**src/rtl/if_pkg.sv**
```systemverilog
// if_pkg: shared types and constants for the instruction fetch stage.
// Holds the fetch FSM state enum, reset vector default and opcode field bounds.

package if_pkg;

    typedef enum logic [2:0] {
        S_IDLE,
        S_REQ,
        S_WAIT,
        S_DROP,
        S_HOLD
    } if_state_e;

    // R3000 reset vector.
    localparam logic [31:0] RESET_PC_DEF = 32'hBFC0_0000;

    localparam int OPCODE_MSB = 31;
    localparam int OPCODE_LSB = 26;

    // One IF/ID entry: instruction word plus the address it was fetched from.
    typedef struct packed {
        logic [31:0] pc;
        logic [31:0] instr;
    } if_id_t;

    function automatic logic [31:0] word_align(input logic [31:0] a);
        return a & 32'hFFFF_FFFC;
    endfunction

endpackage

```
**src/rtl/if_skid_buf.sv**
```systemverilog
// if_skid_buf: single-entry skid buffer for the IF/ID boundary.
// Ports: clk, rst, push/pop/clear controls, push_data in, data/full out.

module if_skid_buf
    import if_pkg::*;
(
    input  logic   clk,
    input  logic   rst,
    input  logic   push,
    input  logic   pop,
    input  logic   clear,
    input  if_id_t push_data,
    output if_id_t data,
    output logic   full
);

    always_ff @(posedge clk) begin
        if (rst) begin
            full <= 1'b0;
            data <= '0;
        end else if (clear) begin
            full <= 1'b0;
        end else if (push) begin
            full <= 1'b1;
            data <= push_data;
        end else if (pop) begin
            full <= 1'b0;
        end
    end

endmodule

```
**src/rtl/if_stage.sv**
```systemverilog
// if_stage: instruction fetch with one outstanding request and IF/ID register.
// Ports: clk, rst, stall, redirect/redirect_pc, imem_* request/response,
// if_valid/if_instr/if_pc/if_opcode to decode. Optional perf counters
// perf_fetch_cnt/perf_stall_cnt exist when IF_PERF_CNT_EN is defined.

module if_stage
    import if_pkg::*;
#(
    parameter logic [31:0] RESET_PC = RESET_PC_DEF
) (
    input  logic        clk,
    input  logic        rst,
    input  logic        stall,
    input  logic        redirect,
    input  logic [31:0] redirect_pc,
    output logic        imem_req,
    output logic [31:0] imem_addr,
    input  logic        imem_ready,
    input  logic        imem_rvalid,
    input  logic [31:0] imem_rdata,
    output logic        if_valid,
    output logic [31:0] if_instr,
    output logic [31:0] if_pc,
    output logic [5:0]  if_opcode
`ifdef IF_PERF_CNT_EN
    ,
    output logic [31:0] perf_fetch_cnt,
    output logic [31:0] perf_stall_cnt
`endif
);

    if_state_e   state;
    logic [31:0] pc;
    logic [31:0] req_addr;
    logic [31:0] tgt;
    logic        accept;

    logic        skid_push;
    logic        skid_pop;
    logic        skid_full;
    if_id_t      skid_data;

    logic        load_wait;
    logic        load;
    logic        drain;
    if_id_t      ifid_next;

    assign tgt       = word_align(redirect_pc);
    assign accept    = imem_req & imem_ready;
    assign imem_addr = pc;
    assign if_opcode = if_instr[OPCODE_MSB:OPCODE_LSB];

    // Response lands directly in IF/ID when the old entry is
    // empty or being consumed; otherwise it parks in the skid.
    assign load_wait = (state == S_WAIT) & imem_rvalid
                     & ~redirect & (~if_valid | ~stall);
    assign skid_push = (state == S_WAIT) & imem_rvalid
                     & ~redirect & if_valid & stall;
    assign skid_pop  = (state == S_HOLD) & skid_full
                     & ~stall & ~redirect;

    assign load  = load_wait | skid_pop;
    assign drain = ~redirect & ~load & ~stall;

    assign ifid_next = skid_pop
                     ? skid_data
                     : '{pc: req_addr, instr: imem_rdata};

    if_skid_buf u_skid (
        .clk       (clk),
        .rst       (rst),
        .push      (skid_push),
        .pop       (skid_pop),
        .clear     (redirect),
        .push_data ('{pc: req_addr, instr: imem_rdata}),
        .data      (skid_data),
        .full      (skid_full)
    );

    // Fetch FSM; imem_req is registered alongside the state.
    always_ff @(posedge clk) begin
        if (rst) begin
            state    <= S_IDLE;
            pc       <= RESET_PC;
            req_addr <= RESET_PC;
            imem_req <= 1'b0;
        end else begin
            unique case (state)
                S_IDLE: begin
                    if (redirect) pc <= tgt;
                    state    <= S_REQ;
                    imem_req <= 1'b1;
                end
                S_REQ: begin
                    if (redirect) begin
                        // Accepted-then-redirected response
                        // must still be drained.
                        pc       <= tgt;
                        state    <= accept ? S_DROP : S_REQ;
                        imem_req <= ~accept;
                    end else if (accept) begin
                        req_addr <= pc;
                        pc       <= pc + 32'd4;
                        state    <= S_WAIT;
                        imem_req <= 1'b0;
                    end
                end
                S_WAIT: begin
                    if (redirect) begin
                        pc <= tgt;
                        if (imem_rvalid) begin
                            state    <= S_REQ;
                            imem_req <= 1'b1;
                        end else begin
                            state <= S_DROP;
                        end
                    end else if (imem_rvalid) begin
                        if (skid_push) begin
                            state <= S_HOLD;
                        end else begin
                            state    <= S_REQ;
                            imem_req <= 1'b1;
                        end
                    end
                end
                S_DROP: begin
                    if (redirect) pc <= tgt;
                    if (imem_rvalid) begin
                        state    <= S_REQ;
                        imem_req <= 1'b1;
                    end
                end
                S_HOLD: begin
                    if (redirect) begin
                        pc       <= tgt;
                        state    <= S_REQ;
                        imem_req <= 1'b1;
                    end else if (!stall) begin
                        state    <= S_REQ;
                        imem_req <= 1'b1;
                    end
                end
                default: begin
                    state    <= S_IDLE;
                    imem_req <= 1'b0;
                end
            endcase
        end
    end

    // IF/ID register.
    always_ff @(posedge clk) begin
        if (rst) begin
            if_valid <= 1'b0;
            if_instr <= '0;
            if_pc    <= '0;
        end else begin
            unique case (1'b1)
                redirect: if_valid <= 1'b0;
                load: begin
                    if_valid <= 1'b1;
                    if_instr <= ifid_next.instr;
                    if_pc    <= ifid_next.pc;
                end
                drain:   if_valid <= 1'b0;
                default: ;
            endcase
        end
    end

`ifdef IF_PERF_CNT_EN
    always_ff @(posedge clk) begin
        if (rst) begin
            perf_fetch_cnt <= '0;
            perf_stall_cnt <= '0;
        end else begin
            if (load)
                perf_fetch_cnt <= perf_fetch_cnt + 32'd1;
            if (stall && if_valid)
                perf_stall_cnt <= perf_stall_cnt + 32'd1;
        end
    end
`endif

endmodule

```
**config.mk**
```make
export PLATFORM = sky130hd
export DESIGN_NAME = if_stage
export DESIGN_NICKNAME = d
export VERILOG_FILES = /design/src/rtl/if_pkg.sv /design/src/rtl/if_skid_buf.sv /design/src/rtl/if_stage.sv
export SDC_FILE = /design/constraint.sdc
export NUM_CORES = 1
export LEC_CHECK = 0
export CAP_MARGIN = 20
export CORE_MARGIN = 8
export CORE_UTILIZATION = 40
export DETAILED_ROUTE_END_ITERATION = 6
export PLACE_DENSITY = 0.68
export SLEW_MARGIN = 20
export SYNTH_ARGS = -nofsm -noshare
export SYNTH_HDL_FRONTEND = slang
export SYNTH_SLANG_ARGS = --single-unit
```
**constraint.sdc**
```tcl
create_clock -name clk -period 2.2 [get_ports clk]
set_input_delay 0.44 -clock clk [delete_from_list [all_inputs] [get_ports clk]]
set_output_delay 0.44 -clock clk [all_outputs]
set_load 0.005 [all_outputs]
```
; Yosys cells after proc, flatten, opt, wreduce, memory -nomap -nowiden
; Cells that the tools add are included.
[classes]
n_addsub = 1
eq_ne = 10
n_mux = 28
bitwise_logic = 18
reduce_logical = 12
[ops]
columns = operator, count
row1 = $mux W32, 3
row2 = $mux W64, 1
row3 = $pmux W32 S2, 1
row4 = $add A32 B3 Y32 const B, 1
row5 = $mux W3, 8
row6 = $pmux W3 S5, 1
row7 = $ne A3 B3 Y1 const B, 4
row8 = $and A1 B1 Y1, 11
row9 = $mux W1, 10
row10 = $reduce_and A4 Y1, 2
row11 = $eq A3 B2 Y1 const B, 2
row12 = $reduce_and A3 Y1, 2
row13 = $reduce_bool A2 Y1, 3
row14 = $not A1 Y1, 5
row15 = $pmux W1 S5, 1
row16 = $mux W2, 2
row17 = $reduce_or A2 Y1, 2
row18 = $reduce_or A4 Y1, 1
row19 = $eq A3 B1 Y1 const B, 1
row20 = $eq A3 B3 Y1 const B, 1
row21 = $logic_not A3 Y1, 1
row22 = $ne A2 B1 Y1 const B, 1
row23 = $ne A2 B2 Y1 const B, 1
row24 = $or A1 B1 Y1, 2
row25 = other kinds (2), 2
[word_totals]
register_bits = 198
output_inout_bits = 104
word_cells = 79

; Depth between registers and ports, before layout
; Gate-level depths: netlist of the first run.
[logic_depth]
word_depth = 10
depth_mapped = 8
depth_no_buf = 6

; Hierarchy
; A second synthesis of the first run with hierarchy kept.
[hier_totals]
cells_unflattened = 1033
hier_area_um2 = 9176.3
[modules_own_cells]
columns = module, instances, cells_each, area_each_um2, seq_area_each_um2
row1 = if_stage, 1, 737, 6143.4, 2582.5
row2 = if_skid_buf, 1, 296, 3032.9, 1301.2

; Worst setup path before layout of the first run
; No wires, ideal clock.
[synth_path]
kind = input port to flip-flop
start = input port redirect
end = register if_pc[12]
arrival_time_ns = 1.819
t_required_ns = 2.054
setup_slack_ns = 0.235
path_stages = 6
path_cell_list = or2_0 -> buf_2 -> o41ai_4 -> buf_6 -> buf_6 -> a211oi_2
[synth_between]
elab_chain_cells = 4
elab_cells_between_ends = 6
[synth_rtl]
columns = item, line_no
row1 = start: declaration, if_stage.sv:14  ; input logic redirect,
row2 = $not A1 Y1 (no line) *, --
row3 = $and A1 B1 Y1 (2 in series), if_stage.sv:56  ; & ~redirect & (~if_valid | ~stall);
row4 = $or A1 B1 Y1, if_stage.sv:62  ; assign load = load_wait | skid_pop;
row5 = end signal: assignment, if_stage.sv:163  ; if_pc <= ifid_next.pc;
row6 = end: declaration, if_stage.sv:23  ; output logic [31:0] if_pc,
; Every way passes the cells marked *; elsewhere a longest branch is shown, timed or not.
; A chain may end at the register's enable or synchronous reset.

; Worst setup path in the final report of the first run
[layout_path]
start = input port redirect
end = register u_skid.data[40] (netlist name)
[layout_between]
elab_chain_cells = 5
[layout_rtl]
columns = item, line_no
row1 = $not A1 Y1 (no line) *, --
row2 = $and A1 B1 Y1 (3 in series), if_stage.sv:58  ; & ~redirect & if_valid & stall;
row3 = $reduce_and A2 Y1 (no line) *, --
row4 = end signal: assignment, if_skid_buf.sv:25  ; data <= push_data;
row5 = end: declaration, if_skid_buf.sv:13  ; output if_id_t data,
; Marks and branches as above.

==> results.txt, run 1 <==
ANT cells: 0
Num CTS Buffers: 17
maxcap violations: 0
CTS tree: built
Post-synth EDFFs: 0
layout cells sized above 1: 15.7%
hold path depth: 2
Core Box Area: 21600 um2
met2 usage: 29.1%
Worst Path Class, Setup: in -> reg
CP required: 2.49 ns
Place WS: -0.280 ns
Final Hold Viols: 0
clk slew on worst S/H paths: 0.07 ns
ys flop type: dfxtp_1
clock sinks: 190
worst r2r src: state[0]$_SDFFE_PP0P_
most frequent cell after synthesis: nand2_1
PwrDens: 643 nW/um2
Final Wtd Congestion: 0.857
vias per std cell: 5.32
I/O pin count: 174
Net Sw Frac: 24.5%
Crit path largest cell delay: 0.71 ns
fmax: 490 MHz
P&R area growth vs syn: 34.0%
crit-path cells: clkdlybuf4s50_1, or2_0, or4_2, buf_12, nand2_1, a21oi_1
post-route ant nets: 0
sequential-to-total area share from yosys stat: 43.8%
DP HPWL: 16900 um
CP Launch Type: input pin
Slowest-stage cell, CP: or4_2
ys async rst share: 0%
worst r2r path cells: 6
crit path time final: 2.04 ns
Comb pwr share: 10.4%
Max-slew headroom: 55.1%
P_int: 5.65 mW
worst min path class: in -> reg
vias: 7851
Clock Path Buffers: 2
met1 usage: 23.5%
Final Max Tran Viols: 0
Hold WS: 0.402 ns
Leakage: 4.37 nW
mapped cell area: 8680 um2
syn avg cell area: 8.60 um2
fin crit share: 92.8%
routing usage on met3: 4.21%
Yosys warnings: 0
Port-buffer cells: 167
die width: 163 um
post-route clock skew: 0.00765 ns
vias in the first global route: 7590
GR Overflow Total: 0
top cells by count, synth: nand2_1, dfxtp_1, a21oi_1
Worst Tran Pin Value: 0.666 ns
post-synth cell types: 58
DR iter-0 viols: 612
setup slack after layout: 0.159 ns
antenna violations before repair: 0
GR peak layer: met2
outcome: finished clean
Peak VDD IR: 0.441 mV
dominant cells by area after synthesis: dfxtp_1, nand2_1, a211oi_2
RSZ-0062 raised after global routing: false
sequential share of power: 48.1%
Critical Path AT: 2.33 ns
num rows: 54
Clk Latency, worst-skew pair: 0.43 ns
first-pass GRT wire length: 39300 um
setup bufs post-CTS: 0
Die Footprint: 26700 um2
final setup vio count: 0
drt pass-1 iters: 5
Syn Inst Count: 1010
Starting Density: 40.3%
post-synth top area cell: dfxtp_1
DRC Markers: 0
end of the worst hold path: imem_addr[9]$_SDFFE_PP0P_
Max H-tree Level: 4
r2r setup slk: 0.24 ns
WL final: 24200 um
Final Net Count: 1253
worst r2r dst: imem_addr[22]$_SDFFE_PP1P_
FF+latch count, synth: 190
worst-path fanout max: 63
WL/cell: 16.4 um
largest net degree at the start of global routing: 90
die height: 163 um
CTS Hold Buffers Added: 0
min-delay src: rst
switching power: 1.83 mW
top cell type's share of synthesized area: 43.8%
CTS root buf: clkbuf_16
Clock power frac: 41.5%
Worst Setup End Kind: register
GRT Resource Usage Total: 18.1%
post-cts repair resize count: 0
## how the worst max path moves through the flow
stage	start	to	cells after the start
2_1_floorplan	redirect	if_pc[12]$_SDFFE_PP0P_	6
3_3_place_gp	redirect	u_skid.data[42]$_SDFFE_PP0P_	6
3_5_place_dp	redirect	u_skid.data[52]$_SDFFE_PP0P_	6
4_1_cts	redirect	u_skid.data[35]$_SDFFE_PP0P_	6
5_1_grt	redirect	if_instr[18]$_SDFFE_PP0P_	10
6_report	redirect	u_skid.data[40]$_SDFFE_PP0P_	6
## final cells by class
| type | count | area [um2] |
|---|---|---|
| repair buffers | 244 | 2490 |
| multi-input cells | 726 | 4380 |
| well taps | 280 | 350 |
| clock buffers | 20 | 457 |
| clock inverters | 12 | 138 |
| flip-flops and latches | 190 | 3800 |
| inverters | 3 | 11.3 |
| fillers | 1964 | 9920 |
## power by group through the flow
stage | logic, mW | clock network (mW) | registers (mW)
after floorplan | 0.348 | 0 | 3.66
after global placement | 0.766 | 0 | 3.67
after detailed placement | 0.770 | 0 | 3.67
after CTS | 0.777 | 3.17 | 3.59
after global routing | 0.846 | 3.32 | 3.60
final | 0.777 | 3.10 | 3.60
## flip-flops by register name, indices dropped and copies added (netlist names)
| name | flops |
|---|---|
| state | 3 |
| req_addr | 30 |
| if_instr | 32 |
| if_valid | 1 |
| imem_req | 1 |
| if_pc | 30 |
| imem_addr | 30 |
| u_skid.full | 1 |
| u_skid.data | 62 |
## layer usage
layer  up-vias  wire (um)
met4         0        412
met2       270      11200
met5         -          0
met3        34       1650
li1       3880          -
met1      3667      11000
## per-stage QoR
step | std cells | util (%) | instance area (um2) | power [mW] | setup TNS [ns]
6_report | 1475 | 54.0 | 11600 | 7.48 | 0
5_1_grt | 1475 | 54.0 | 11600 | 7.77 | 0
2_1_floorplan | 1013 | - | 8690 | 4.01 | 0
3_5_place_dp | 1443 | 51.2 | 11000 | 4.44 | -31.79
3_3_place_gp | 1443 | 51.2 | 11000 | 4.44 | -27.42
4_1_cts | 1475 | 54.0 | 11600 | 7.54 | 0
## critical path: cells and delay by family
kind	cells	cell delay [ns]
buffers and inverters	2	0.70
AND/OR/NAND/NOR	3	1.13
AO/OA/AOI/OAI	1	0.06
## cells by family after synthesis
group	Yosys count	synth area share (%)
buf+inv	97	6.24
simple gates	403	20.2
flops	190	43.8
other cells	1	0.0432
mux	68	7.85
fa+ha+maj	1	0.144
compound gates	250	21.7
## cell usage in the layout, fill, tap and decap left out, drive strengths merged, types with 2 or more instances in the layout
master / count
o21ai: 25
bufinv: 2
and3: 6
o31ai: 8
o22ai: 2
a22oi: 2
a2bb2oi: 3
clkinv: 4
nand2: 212
nor2: 97
nand4: 16
mux2i: 67
clkinvlp: 5
and4: 3
nor4: 7
nor3: 16
clkbuf: 20
nand3: 27
a221oi: 2
o211ai: 2
or3: 6
buf: 78
or2: 3
dfxtp: 190
a211oi: 71
o41ai: 2
a31oi: 4
a21oi: 115
inv: 4
conb: 4
clkdlybuf4s50: 166
and2: 3
nand2b: 4
a311oi: 3
No activity file was read; power rests on OpenSTA's default activity.
==> run 2, diff against run 1 <==
Settings changed: PLACE_DENSITY 0.68 to 0.61.
==> run 2 against run 1 <==
Effect of this change: non-clock buffer count increased by 3; clock skew increased by 0.0011 ns; worst hold slack got worse by 0.026 ns; sequential share of layout area about the same; register-to-register slack about the same; fmax decreased by 0.60%; cell count increased by 0.14%; design area increased by 0.15%; via count decreased by 2.4%; worst setup slack got worse by 0.012 ns; die area unchanged; critical path depth decreased by 4; critical path type is now reg -> out; critical endpoint is now imem_addr[11]; highest routed layer unchanged.
==> results.txt, run 2 (synthesized netlist as in run 1, its figures left out) <==
outcome: finished clean
CTS root buf: clkbuf_16
ANT cells: 0 (unchanged)
setup TNS: 0 ns (unchanged)
Peak VDD IR: 0.403 mV (-8.6%)
Final Hold Viols: 0 (unchanged)
CTS tree: built
Port-buffer cells: 167 (unchanged)
fin crit share: 93.3% (+0.56 points)
Clk Latency, worst-skew pair: 0.43 ns (about the same)
CTS Hold Buffers Added: 0 (unchanged)
drt pass-1 iters: 5 (unchanged)
GRT Resource Usage Total: 17.8% (-0.26 points)
final setup vio count: 0 (unchanged)
worst min path class: in -> reg
crit path time final: 2.05 ns (+0.0122 ns)
final-layout fill cell count: 1998 (+1.7%)
setup bufs post-CTS: 0 (unchanged)
P&R area growth vs syn: 34.2%
num rows: 54 (unchanged)
Final Max Tran Viols: 0 (unchanged)
most frequent cells in the layout: nand2_1, dfxtp_1, clkdlybuf4s50_1
Die Footprint: 26700 um2 (unchanged)
DRC Markers: 0 (unchanged)
delay-heaviest family, CP: buffers and inverters
WL final: 23900 um (-1.1%)
commonest non-fill, non-tap cell in the layout: nand2_1
Top Registers: u_skid.data x62, if_instr x32
Leakage: 4.39 nW (+0.53%)
die width: 163 um (unchanged)
fin util: 54.0% (+0.081 points)
vias per std cell: 5.19 (-2.6%)
I/O pin count: 174 (unchanged)
DP HPWL: 17000 um (+1.1%)
Starting Density: 40.3% (unchanged)
Max H-tree Level: 4 (unchanged)
Critical Path AT: 1.61 ns (-0.72 ns)
Worst Tran Pin Value: 0.618 ns (-0.0483 ns)
vias: 7660 (-2.4%)
post-route ant nets: 0 (unchanged)
Largest register FFs: 62 (unchanged)
antenna violations before repair: 0 (unchanged)
r2r setup slk: 0.24 ns (about the same)
vias in the first global route: 7388 (-2.7%)
DR iter-0 viols: 532 (-13%)
Worst Path Class, Setup: reg -> out
clk slew on worst S/H paths: 0.07 ns (about the same)
maxcap violations: 0 (unchanged)
layout cells sized above 1: 16.0% (+0.22 points)
worst-path fanout max: 5 (-92%)
Final Wtd Congestion: 0.847 (-1.2%)
PwrDens: 665 nW/um2 (+3.4%)
Crit path largest cell delay: 0.51 ns (-0.20 ns)
register area: 3800 um2 (unchanged)
Max-slew headroom: 58.4% (+3.3 points)
fmax: 487 MHz (-0.60%)
crit-path cells: buf_4, clkdlybuf4s50_1
Worst Setup End Kind: output port
die height: 163 um (unchanged)
first-pass GRT wire length: 38900 um (-0.89%)
final instance area: 11600 um2 (+0.15%)
Clock Path Buffers: 2 (unchanged)
Core Box Area: 21600 um2 (unchanged)
Biggest register: u_skid.data
RSZ-0062 raised after global routing: false
clock sinks: 190 (unchanged)
post-route clock skew: 0.00879 ns (+0.00114 ns)
Pwr Total: 7.74 mW (+3.5%)
CP bufs+invs: 2 (unchanged)
Final Net Count: 1256 (+0.24%)
Post-DP Area: 11000 um2 (-0.25%)
post-cts repair resize count: 0 (unchanged)
Slowest-stage cell, CP: clkdlybuf4s50_1
CP Launch Type: register
CP required: 1.76 ns (-0.73 ns)
WL/cell: 16.2 um (-1.2%)
GR Overflow Total: 0 (unchanged)
largest net degree at the start of global routing: 68 (-24%)
multi-input logic area: 4380 um2 (unchanged)
Num CTS Buffers: 17 (unchanged)
## run 2: cell count changes in the layout (fill, tap and decap cells not counted), sizes merged
cell	before	now
bufinv	2	5
clkinv	4	3
inv	4	6
buf	78	81
clkinvlp	5	3
clkbuf	20	17
## run 2: final cells by class
cell class	instances	area share [%]
Tap cell	280	3.01
Inverter	3	0.0967
Sequential cell	190	32.7
Clock inverter	14	1.84
Timing Repair Buffer	247	21.1
Multi-Input combinational cell	726	37.6
Clock buffer	17	3.65
## run 2: worst reg2reg max path, cell delays in order (launching register included)
cell and delay, ns:
dfxtp_1 0.56, mux2i_1 0.18, buf_4 0.19, nor2_2 0.33
buf_4 0.24, nand3_1 0.08, mux2i_1 0.15, o31ai_1 0.09
## run 2: per-stage QoR
stage | hold WS, ns | setup WS [ns] | instances
finish | 0.376 | 0.147 | 1477
global route | 0.380 | 0.0210 | 1477
CTS | 0.357 | 0.129 | 1477
detailed placement | 0.446 | -0.171 | 1446
global placement | 0.441 | -0.161 | 1446
floorplan | 0.436 | 0.235 | 1013
## run 2: final timing paths
check | from | endpoint | depth (start not counted)
setup / recovery | imem_addr[11]$_SDFFE_PP0P_ | imem_addr[11] | 2
hold reg to reg | u_skid.data[13]$_SDFFE_PP0P_ | u_skid.data[13]$_SDFFE_PP0P_ | 2
hold / removal | rst | imem_addr[6]$_SDFFE_PP0P_ | 2
setup reg to reg | state[1]$_SDFFE_PP0P_ | imem_addr[29]$_SDFFE_PP1P_ | 7
## run 2: power by group
group / total [mW] / internal (mW) / switching [mW]
Clock: 3.37 / 2.02 / 1.36
Combinational: 0.771 / 0.398 / 0.373
Sequential: 3.60 / 3.51 / 0.0909
Total: 7.74 / 5.92 / 1.82
## run 2: layer usage
layer / vias up / routed length, um / GRT usage (%)
met4: 0 / 223 / 4.13
met3: 17 / 1510 / 4.23
met5: - / 0 / 0
li1: 3876 / - / -
met1: 3561 / 11100 / 23.8
met2: 206 / 11100 / 28.6
==> run 3, diff against run 2 <==
Settings changed: CORE_UTILIZATION 40 to 52, PLACE_DENSITY 0.61 to 0.77.
==> run 3 against run 2 <==
Effect of this change: combinational power barely moved; global-route usage up 4.2 points; clock-buffer cell count rose by 2; design area shrank 0.70%; sequential power about the same; worst setup slack got worse by 0.0066 ns; sequential cell count stayed put; critical path depth is 6 higher; worst hold slack improved by 0.023 ns; core utilization increased by 16 points; fmax is 0.32% lower; largest power group unchanged; highest routed layer unchanged.
==> results.txt, run 3 (synthesized netlist as in run 1, its figures left out) <==
outcome: finished clean
Hold WS: 0.399 ns (+0.0229 ns)
Final Max Tran Viols: 0 (unchanged)
Max H-tree Level: 4 (unchanged)
CP Launch Type: input pin
die width: 145 um (-11%)
drt pass-1 iters: 5 (unchanged)
CTS tree: built
largest net degree at the start of global routing: 109 (+60%)
PwrDens: 654 nW/um2 (-1.6%)
Final Hold Viols: 0 (unchanged)
ANT cells: 0 (unchanged)
most frequent cells in the layout: nand2_1, dfxtp_1, clkdlybuf4s50_1
register area: 3800 um2 (about the same)
final setup vio count: 0 (unchanged)
first-pass GRT wire length: 39000 um (about the same)
GR Overflow Total: 0 (unchanged)
WL/cell: 16.7 um (+3.3%)
CP required: 2.54 ns (+0.78 ns)
Final Net Count: 1255 (-0.080%)
die height: 145 um (-11%)
Final Wtd Congestion: 0.897 (+5.8%)
WL final: 23700 um (-0.89%)
Layout Cells excl Fill: 1417 (-4.1%)
Biggest register: u_skid.data
Starting Density: 52.7% (+12 points)
worst-path fanout max: 23 (+18)
Slowest-stage cell, CP: clkdlybuf4s50_1
Max-slew headroom: 59.2% (+0.79 points)
Crit path largest cell delay: 0.47 ns (-0.04 ns)
Top Registers: u_skid.data x62, if_instr x32
RSZ-0062 raised after global routing: false
layout cells sized above 1: 16.0% (+0.084 points)
DRC Markers: 0 (unchanged)
vias in the first global route: 7679 (+3.9%)
CTS root buf: clkbuf_16
Port-buffer cells: 167 (unchanged)
antenna violations before repair: 0 (unchanged)
most common cell type on the critical path: buf_4
P&R area growth vs syn: 33.2%
final-layout fill cell count: 1294 (-35%)
maxcap violations: 0 (unchanged)
Worst Setup End Kind: register
crit path time final: 2.06 ns (+0.00658 ns)
GRT Resource Usage Total: 22.1% (+4.2 points)
fmax: 486 MHz (-0.32%)
vias per std cell: 5.57 (+7.4%)
post-route ant nets: 0 (unchanged)
DP HPWL: 16400 um (-3.5%)
multi-input logic area: 4380 um2 (unchanged)
DR iter-0 viols: 551 (+3.6%)
Critical Path AT: 2.40 ns (+0.79 ns)
crit-path cells: clkdlybuf4s50_1, or2_0, buf_4, o41ai_4, buf_4, buf_12, nor2_1, a211oi_2
Num CTS Buffers: 17 (unchanged)
worst min path class: in -> reg
Core Box Area: 16500 um2 (-24%)
Post-DP Area: 11000 um2 (-0.52%)
setup bufs post-CTS: 0 (unchanged)
Largest register FFs: 62 (unchanged)
Clock Path Buffers: 2 (unchanged)
setup TNS: 0 ns (unchanged)
final instance area: 11600 um2 (-0.70%)
Peak VDD IR: 0.576 mV (+43%)
Clk Latency, worst-skew pair: 0.43 ns (about the same)
Die Footprint: 21100 um2 (-21%)
Worst Tran Pin Value: 0.606 ns (-0.0118 ns)
clk slew on worst S/H paths: 0.07 ns (about the same)
Leakage: 4.37 nW (-0.47%)
I/O pin count: 174 (unchanged)
Worst Path Class, Setup: in -> reg
vias: 7894 (+3.1%)
post-route clock skew: 0.00738 ns (-0.00141 ns)
clock sinks: 190 (unchanged)
number of cells after detailed placement: 1385 (-4.2%)
num rows: 47 (-13%)
commonest non-fill, non-tap cell in the layout: nand2_1
fin crit share: 93.6% (+0.30 points)
==> run 3: cell types whose count changed in the layout (fill, tap and decap cells not counted), sizes merged <==
cell	previous run	this run
buf	81	80
bufinv	5	3
clkbuf	17	19
clkinvlp	3	4
==> run 3: final timing paths <==
| path | end | from | slack [ns] | cells after the start |
|---|---|---|---|---|
| worst max register to register | if_instr[6]$_SDFFE_PP0P_ | state[2]$_SDFFE_PP0P_ | 0.18 | 7 |
| worst min register to register | u_skid.data[49]$_SDFFE_PP0P_ | u_skid.data[49]$_SDFFE_PP0P_ | 0.45 | 2 |
| worst min-delay path | req_addr[20]$_SDFFE_PP0P_ | rst | 0.40 | 2 |
| worst max-delay path | if_instr[6]$_SDFFE_PP0P_ | redirect | 0.14 | 8 |
==> run 3: stage by stage <==
step           setup WS, ns  util (%)  total power, mW
2_1_floorplan         0.235         -             4.01
3_3_place_gp         -0.221      66.5             4.42
3_5_place_dp         -0.286      66.5             4.43
4_1_cts               0.136      70.2             7.59
5_1_grt              0.0580      70.2             7.83
6_report              0.140      70.2             7.56
==> run 3: timing repair <==
item,in CTS,in global routing
hold buffers,0,0
resized for setup,0,1
endpoints found under the setup margin,0,9
==> run 3: report_power, final <==
group | switching (mW) | leakage (nW) | internal (mW)
clock | 1.35 | 0.292 | 1.85
sequential | 0.0861 | 1.54 | 3.51
combinational | 0.377 | 2.54 | 0.392
==> run 3: area by class of cell <==
cell class	count	area share, %
tap	220	2.38
timing repair buffer	246	21.4
sequential	190	32.9
multi-input combinational	726	37.9
inverter	3	0.0974
clock buffer	19	3.92
clock inverter	13	1.40
==> run 3: worst max-delay path: cells and delay by family <==
kind / cells / cell delay (ns)
simple gates: 2 / 0.33
buf+inv: 4 / 1.07
compound gates: 2 / 0.56
==> run 3: routing by layer <==
layer / track usage, % / vias to the layer above / wire, um
li1: - / 3876 / -
met5: 0 / - / 0
met2: 37.2 / 274 / 11500
met3: 4.79 / 29 / 1540
met1: 27.6 / 3715 / 10300
met4: 6.92 / 0 / 381
